<file path="config.mk">
export PLATFORM = sky130hd
export DESIGN_NAME = cube_arbiter
export DESIGN_NICKNAME = d
export VERILOG_FILES = /design/src/rtl/cube_arbiter.sv
export SDC_FILE = /design/constraint.sdc
export NUM_CORES = 1
export LEC_CHECK = 0
export CAP_MARGIN = 20
export CORE_MARGIN = 5
export CORE_UTILIZATION = 40
export CTS_CLUSTER_SIZE = 16
export DETAILED_ROUTE_END_ITERATION = 10
export HOLD_SLACK_MARGIN = 0.12
export PLACE_DENSITY = 0.77
export SKIP_CTS_REPAIR_TIMING = 1
export SLEW_MARGIN = 20
export SYNTH_ARGS = -nofsm -noshare
export SYNTH_HDL_FRONTEND = slang
export SYNTH_SLANG_ARGS = --single-unit
</file>
<file path="constraint.sdc">
create_clock -name clk_i -period 1.9 [get_ports clk_i]
set_input_delay 0.19 -clock clk_i [delete_from_list [all_inputs] [get_ports clk_i]]
set_output_delay 0.19 -clock clk_i [all_outputs]
set_load 0.03 [all_outputs]
</file>
<file path="src/rtl/cube_arbiter.sv">
// Round-robin sequencer sharing one cube unit among N requesters; ack one cycle after a request is seen in IDLE.
// Done follows START_CYC + cube busy + 2 cycles later. Requesters hold req until ack, and only one operation is in flight.
module cube_arbiter #(
    parameter int N         = 4,
    parameter int START_CYC = 2,
    parameter int TIMEOUT   = 64
) (
    input  logic           clk_i,
    input  logic           rst_i,
    input  logic [N-1:0]   req_i,
    input  logic [8*N-1:0] x_bi,
    output logic [N-1:0]   ack_o,
    output logic [N-1:0]   done_o,
    output logic           err_o,
    output logic [23:0]    y_bo,
    output logic           busy_o,
    output logic           cube_start_o,
    output logic [7:0]     cube_x_bo,
    input  logic [1:0]     cube_busy_i,
    input  logic [23:0]    cube_y_bi
);
    localparam int IW = (N > 1) ? $clog2(N) : 1;
    localparam int TW = $clog2(TIMEOUT + 1);

    typedef enum logic [2:0] {IDLE, START, WAIT_BUSY, WAIT_DONE, RESP} state_t;

    state_t        state;
    logic [IW-1:0] ptr;
    logic [IW-1:0] gnt;
    logic [IW-1:0] sel;
    logic          sel_vld;
    logic [IW:0]   rr_idx;
    logic [3:0]    scnt;
    logic [TW-1:0] tcnt;
    logic [7:0]    x_arr [N];
    logic [N-1:0]  sel_onehot;
    logic [N-1:0]  gnt_onehot;

    for (genvar k = 0; k < N; k++) begin : g_unpack
        assign x_arr[k] = x_bi[8*k +: 8];
    end

    // First set request at or after the pointer, scanning with wrap-around.
    always_comb begin
        sel     = '0;
        sel_vld = 1'b0;
        rr_idx  = '0;
        for (int i = 0; i < N; i++) begin
            rr_idx = {1'b0, ptr} + (IW+1)'(i);
            if (rr_idx >= (IW+1)'(N)) begin
                rr_idx = rr_idx - (IW+1)'(N);
            end
            if (!sel_vld && req_i[rr_idx[IW-1:0]]) begin
                sel_vld = 1'b1;
                sel     = rr_idx[IW-1:0];
            end
        end
    end

    assign sel_onehot = N'(1) << sel;
    assign gnt_onehot = N'(1) << gnt;

    always_ff @(posedge clk_i or negedge rst_i) begin
        if (!rst_i) begin
            state        <= IDLE;
            ptr          <= '0;
            gnt          <= '0;
            scnt         <= '0;
            tcnt         <= '0;
            ack_o        <= '0;
            done_o       <= '0;
            err_o        <= 1'b0;
            y_bo         <= '0;
            busy_o       <= 1'b0;
            cube_start_o <= 1'b0;
            cube_x_bo    <= '0;
        end else begin
            ack_o  <= '0;
            done_o <= '0;
            err_o  <= 1'b0;
            case (state)
                IDLE: begin
                    if (sel_vld) begin
                        ack_o        <= sel_onehot;
                        gnt          <= sel;
                        cube_x_bo    <= x_arr[sel];
                        ptr          <= (sel == IW'(N-1)) ? '0 : sel + 1'b1;
                        scnt         <= '0;
                        cube_start_o <= 1'b1;
                        busy_o       <= 1'b1;
                        state        <= START;
                    end
                end
                START: begin
                    if (scnt == 4'(START_CYC-1)) begin
                        cube_start_o <= 1'b0;
                        tcnt         <= '0;
                        state        <= WAIT_BUSY;
                    end else begin
                        scnt <= scnt + 1'b1;
                    end
                end
                WAIT_BUSY: begin
                    if (cube_busy_i != 2'b00) begin
                        tcnt  <= '0;
                        state <= WAIT_DONE;
                    end else if (tcnt == TW'(TIMEOUT-1)) begin
                        y_bo   <= '0;
                        err_o  <= 1'b1;
                        done_o <= gnt_onehot;
                        state  <= RESP;
                    end else begin
                        tcnt <= tcnt + 1'b1;
                    end
                end
                WAIT_DONE: begin
                    if (cube_busy_i == 2'b00) begin
                        y_bo   <= cube_y_bi;
                        done_o <= gnt_onehot;
                        state  <= RESP;
                    end else if (tcnt == TW'(TIMEOUT-1)) begin
                        y_bo   <= '0;
                        err_o  <= 1'b1;
                        done_o <= gnt_onehot;
                        state  <= RESP;
                    end else begin
                        tcnt <= tcnt + 1'b1;
                    end
                end
                RESP: begin
                    busy_o <= 1'b0;
                    state  <= IDLE;
                end
                default: begin
                    busy_o       <= 1'b0;
                    cube_start_o <= 1'b0;
                    state        <= IDLE;
                end
            endcase
        end
    end
endmodule

</file>
Yosys cells after proc, flatten, opt, wreduce, memory -nomap -nowiden. Index checks and enable logic that the tools add are counted.

Equal/unequal tests: 12. Bitwise operators: 3. Order comparisons: 9. Shift-type cells: 2. Reductions and logical operators: 21. Multiplexer cells: 56. $add $sub $neg: 10.

Operator list (number): 24-bit 2-to-1 mux (3); 24-bit one-hot mux with 2 select lines (1); 4-bit 2-to-1 mux (7); 7-bit 2-to-1 mux (4); 7-bit one-hot mux with 3 select lines (1); 2-bit 2-to-1 mux (9); 8-bit binary-select mux with 2-bit select (1); 8-bit 2-to-1 mux (2); 4-bit one-hot mux with 2 select lines (2); 3-bit 2-to-1 mux (5); 1-bit 2-to-1 mux (13); 3-bit >= comparator, second input constant (4); 2-bit by 3-bit less-than comparator with 1-bit output, second input constant (4); 3-bit one-hot mux with 4 select lines (1); 2-bit != test, second input constant (5); 3-bit AND reduction (3); 1-bit binary-select mux with 2-bit select (4); 2-bit AND reduction (4); 1-bit by 2-bit << shifter with 4-bit output, first input constant (2); 2-bit by 1-bit subtractor with 2-bit output, second input constant (4); 7-bit by 1-bit adder with 7-bit output, second input constant (1); 7-bit by 6-bit equality test with 1-bit output, second input constant (1); 2-bit by 2-bit adder with 3-bit output, second input constant (2); 3-bit by 2-bit equality test with 1-bit output, second input constant (2); other kinds (19) (28).

Logic and storage cells: 125. Output and inout port bits: 43. Flip-flop bits (word level): 61. Bits of input ports: 64.

Logic depth before layout (Yosys ltp).
Depth after elaboration: 18. Mapped depth: 8. Depth with buffers taken out: 7.

Worst setup path before layout. No wires, ideal clock.

Kind: register to register. From: reg tcnt[0]. To: reg y_bo[3]. Path buffers: 2. Required time: 1779 ps. Arrival: 1718 ps. Period minus slack after synthesis: 1839 ps. Slack: 61 ps. Library setup time: 121 ps. Stages on the path, launching flop included: 9. Cell sequence: dfrtp_1 ha_1 nand3_2 nor3_4 maj3_1 nand2_1 buf_6 buf_6 a22o_1.

Cells in the longest elaborated chain, start to end: 4. Elaborated cells between the ends (all ways): 5. Classes of those cells: eq/ne: 1; mux: 4.

Ends and longest elaborated chain: start, declared (RTL line 34) `logic [TW-1:0] tcnt;`; start signal, assigned (RTL line 113) `tcnt <= tcnt + 1'b1;`; start signal, assigned (RTL line 127) `tcnt <= tcnt + 1'b1;`; 7-bit by 6-bit equality test with 1-bit output (*) (RTL line 107, 121); 24-bit 2-to-1 mux (*); 24-bit 2-to-1 mux (on tied branches); 24-bit one-hot mux with 2 select lines (*); end signal, assigned (RTL line 118) `y_bo <= cube_y_bi;`; end, declared (RTL line 15) `output logic [23:0] y_bo,`.

Every way passes the cells marked *; elsewhere a longest branch is shown, timed or not. The select of a mux whose other input is x is not followed. A chain may end at the register's enable or synchronous reset.

Worst setup path after layout.
From: reg ptr[1]. To: reg cube_x_bo[4].

Cells in the longest elaborated chain, start to end: 18. Elaborated cells between the ends (all ways): 42. Classes of those cells: add/sub: 7; order compare: 4; mux: 23; bitwise: 1; reduce/logical: 7.

Ends and longest elaborated chain: start, declared (RTL line 28) `logic [IW-1:0] ptr;`; start signal, assigned (RTL line 87) `ptr <= (sel == IW'(N-1)) ? '0 : sel + 1'b1;`; parallel branches: the longest is 13 deep, another holds 2-bit by 1-bit adder with 3-bit output; 2-bit 2-to-1 mux (*) (RTL line 53) `if (!sel_vld && req_i[rr_idx[IW-1:0]]) begin`; named net sel[0] (RTL line 30) `logic [IW-1:0] sel;`; 2-bit NOT with 3-bit output (implied by the code) (*) (RTL line 86) `cube_x_bo <= x_arr[sel];`; 8-bit binary-select mux with 2-bit select (*) (RTL line 86); 8-bit 2-to-1 mux (implied by the code) (*) (2 in a row) (RTL line 86); end signal, assigned (RTL line 86); end, declared (RTL line 18) `output logic [7:0] cube_x_bo,`.

Mark *: on every way through the listed nets, which the timed path passes. The select of a mux whose other input is x is not followed.

==> results by group <==
Floorplan
  – Row count: 30
  – Die area: 0.008791 sq mm
  – Chip width: 93.76 um
  – Initial core utilization: 41.31%
  – CORE AREA: 0.006794 sq mm
  – Die H: 93.76 um
  – I/O pin count: 107

Critical path
  – Worst-path cell chain: nand2b_1 -> a21oi_1 -> nor3_4 -> inv_4 -> buf_12 -> mux2i_1 -> o221ai_1
  – Crit Path Category: reg -> reg
  – CP Launch Type: register
  – CP Capture Type: register
  – R2R Path Start: ptr[1]$_DFFE_PN0P_
  – R2R cell count: 7
  – Worst Path Max Fanout: 13
  – R2r endpoint: cube_x_bo[4]$_DFFE_PN0P_
  – Slowest-stage cell, CP: dfrtp_1
  – WP data arrival: 1.97 ns
  – CP max stage delay: 0.47 ns
  – Data required, critical path: 2.08 ns
  – Worst reg2reg setup slack: 0.11 ns

Power
  – Pwr/cell area: 1583 mW/mm^2
  – Comb pwr share: 51.1%
  – NetSw: 2.699 mW
  – Tot Pwr: 6.924 mW
  – Int Power: 4.225 mW
  – Sw frac: 38.98%
  – Maximum VDD drop: 0.0006385 V
  – Sequential Power Share: 30.9%
  – Clock power share: 18.0%
  – Leakage: 1.932 nW

Clock network
  – CTS tree: done
  – CTS buffer count: 9
  – Worst skew pair latency: 0.33 ns
  – Clk slew on worst S/H paths: 0.07 ns
  – CTS H-tree depth: 3
  – Clock root buffer: clkbuf_8
  – Longest Clk Path Bufs: 2
  – CTS Sinks: 61

Logic synthesis
  – Synth warn: 0
  – Asr flop ratio synth: 100.0%
  – Mapped Area: 0.002806 sq mm
  – Synth Register Bits: 61
  – Top_reg_cell synth: dfrtp_1
  – Number of library cell types mapped by synthesis: 46
  – Post-synth EDFFs: 0
  – Seq/Total Area, Yosys: 54.39%
  – Syn Nets: 315
  – Post-synthesis instance total: 244
  – Mean Syn Cell Area: 11.50 sq um

STA
  – Tcrit/Tclk final: 94.16%
  – Slew Viols, Final: 0
  – Layout Skew: 0.008667 ns
  – Slew margin rel.: 67.42%
  – Final Hold Vio Count: 0
  – Tmin final: 1.789 ns
  – Setup ws final: 0.1109 ns
  – Slew @ Worst Pin: 0.4842 ns
  – Unrepaired setup endpoints after global routing: no
  – Fmax: 558.9 MHz
  – Final setup viols: 0

Place
  – Pre-CTS WS: -0.1138 ns
  – HPWL after DPL: 5260 um
  – Placed cell area: 0.004140 sq mm
  – IO buf count: 106
  – GPL Wtd Cong: 0.8246

Global route
  – Global route hottest layer: met2
  – All-Layer GR Usage: 17.00%
  – Initial antenna violation count: 0
  – GRT overflow: 0
  – Largest net degree at the start of global routing: 62
  – Met2 Track Usage GR: 27.56%
  – Vias in the first global route: 2542
  – Met3 Usage GRT: 5.849%
  – First-pass GRT wire length: 11760 um
  – Routing usage on met1: 20.52%

Drt
  – Drt wl/cell: 14.80 um
  – TritonRoute pass-1 iters: 4
  – Drt total wl: 7045 um
  – DRC: 0
  – Drt first-iter violations: 64
  – Vias: 2388
  – Vias/cell: 5.017
  – Routed Antenna Nets: 0

Finish
  – N_diodes: 0
  – # nets final: 446
  – Fill cells: 540
  – Fin area: 0.004375 sq mm
  – Share of layout cells above drive strength 1: 13.95%
  – Layout overhead on the synthesized area: 55.91%

Run status
  – Status: completed

Job
  – Max cap viols: 0

Min path
  – Worst hold-check path type: in -> async
synth_stat cells (2+ instances only):
cell type,count,area [sq um]
o22ai_1,2,12.51
buf_2,4,20.02
nand2b_1,4,25.02
mux2i_1,15,150.1
inv_1,6,22.52
nor3_4,2,32.53
nor2_1,18,67.56
xor2_1,2,17.52
ha_1,7,87.58
nor4_1,2,12.51
xnor2_1,4,35.03
nand2_1,23,86.33
o21ai_0,8,40.04
nor4b_1,2,17.52
and2_1,5,31.28
buf_6,3,33.78
o221ai_1,7,61.31
dfrtp_1,61,1526
clkbuf_1,5,18.77
a22o_1,25,219.0
nor3_1,3,15.01
a21oi_1,8,40.04
nand3_1,5,25.02
layout make-up:
class,count,area [sq um],area share (%)
well taps,96,120.1,2.745
clock inverters,6,86.33,1.973
flip-flops and latches,61,1526,34.89
multi-input cells,164,1182,27.02
repair buffers,132,1304,29.80
inverters,7,28.78,0.6577
clock buffers,10,127.6,2.917
cells in the final DEF, fill, tap and decap left out, drive strengths merged, types with 2 or more instances in the layout:
cell type,n
o22ai,2
dfrtp,61
and2,5
bufinv,2
nor2,18
inv,8
nor3,6
clkdlybuf4s50,105
clkbuf,10
nand3,6
o221ai,8
nand2b,4
nor3b,2
buf,26
ha,7
mux2i,15
xnor2,4
o21ai,8
nor4b,2
a22o,25
a21oi,8
nor4,2
xor2,2
nand2,23
clkinv,2
power by group through the flow:
stage               clock network [mW]  logic (mW)  registers [mW]
CTS                               1.27        3.56            2.15
detailed placement                   0        3.54            2.16
finish                            1.24        3.54            2.14
global route                      1.34        3.79            2.21
floorplan                            0        1.26            2.90
global placement                     0        3.46            2.14
worst max path at each step:
stage | start | end | slack, ns | depth (start not counted)
2_1_floorplan | tcnt[0]$_DFFE_PN0P_ | y_bo[3]$_DFFE_PN0P_ | 0.06 | 8
3_3_place_gp | req_i[0] | cube_x_bo[5]$_DFFE_PN0P_ | -0.01 | 6
3_5_place_dp | req_i[0] | cube_x_bo[4]$_DFFE_PN0P_ | -0.11 | 6
4_1_cts | tcnt[0]$_DFFE_PN0P_ | y_bo[7]$_DFFE_PN0P_ | 0.1 | 7
5_1_grt | ptr[1]$_DFFE_PN0P_ | cube_x_bo[5]$_DFFE_PN0P_ | 0.009 | 7
6_report | ptr[1]$_DFFE_PN0P_ | cube_x_bo[4]$_DFFE_PN0P_ | 0.11 | 7
logic make-up after synthesis:
| logic type | count (synthesis) | synth area share (%) |
|---|---|---|
| AOI/OAI and AO/OA | 60 | 16.59 |
| xor gates and xnor gates | 6 | 1.872 |
| adders and majority gates | 8 | 3.477 |
| DFF | 61 | 54.39 |
| and+or+nand+nor | 74 | 14.18 |
| muxes | 16 | 5.885 |
| buffers and inverters | 19 | 3.611 |
through the flow:
step / utilization (%) / cells / hold WS, ns / setup TNS [ns]
finish: 64.40 / 476 / 0.3797 / 0
global route: 64.40 / 476 / 0.3985 / 0
CTS: 64.09 / 474 / -0.1397 / 0
detailed placement: 60.94 / 458 / 0.2212 / -0.8035
global placement: 60.94 / 458 / 0.2210 / -0.05625
floorplan: - / 244 / -0.1056 / 0
registers in the layout, indices dropped and copies added (netlist names):
register,count
y_bo,24
cube_x_bo,8
tcnt,7
ack_o,4
done_o,4
scnt,4
state,3
gnt,2
ptr,2
busy_o,1
cube_start_o,1
err_o,1
routing by layer:
layer / wire length [um] / share of wire [%]
met1: 2908 / 41
met2: 3425 / 49
met3: 586 / 8.3
met4: 125 / 1.8
met5: 0 / 0
critical path, delay by kind of cell (launching register included):
family / cells / cell delay, ns
AOI/OAI and AO/OA: 2 / 0.45
buffers and inverters: 2 / 0.24
DFF: 1 / 0.47
muxes: 1 / 0.21
and+or+nand+nor: 2 / 0.27
(Power assumes the default switching activity.)
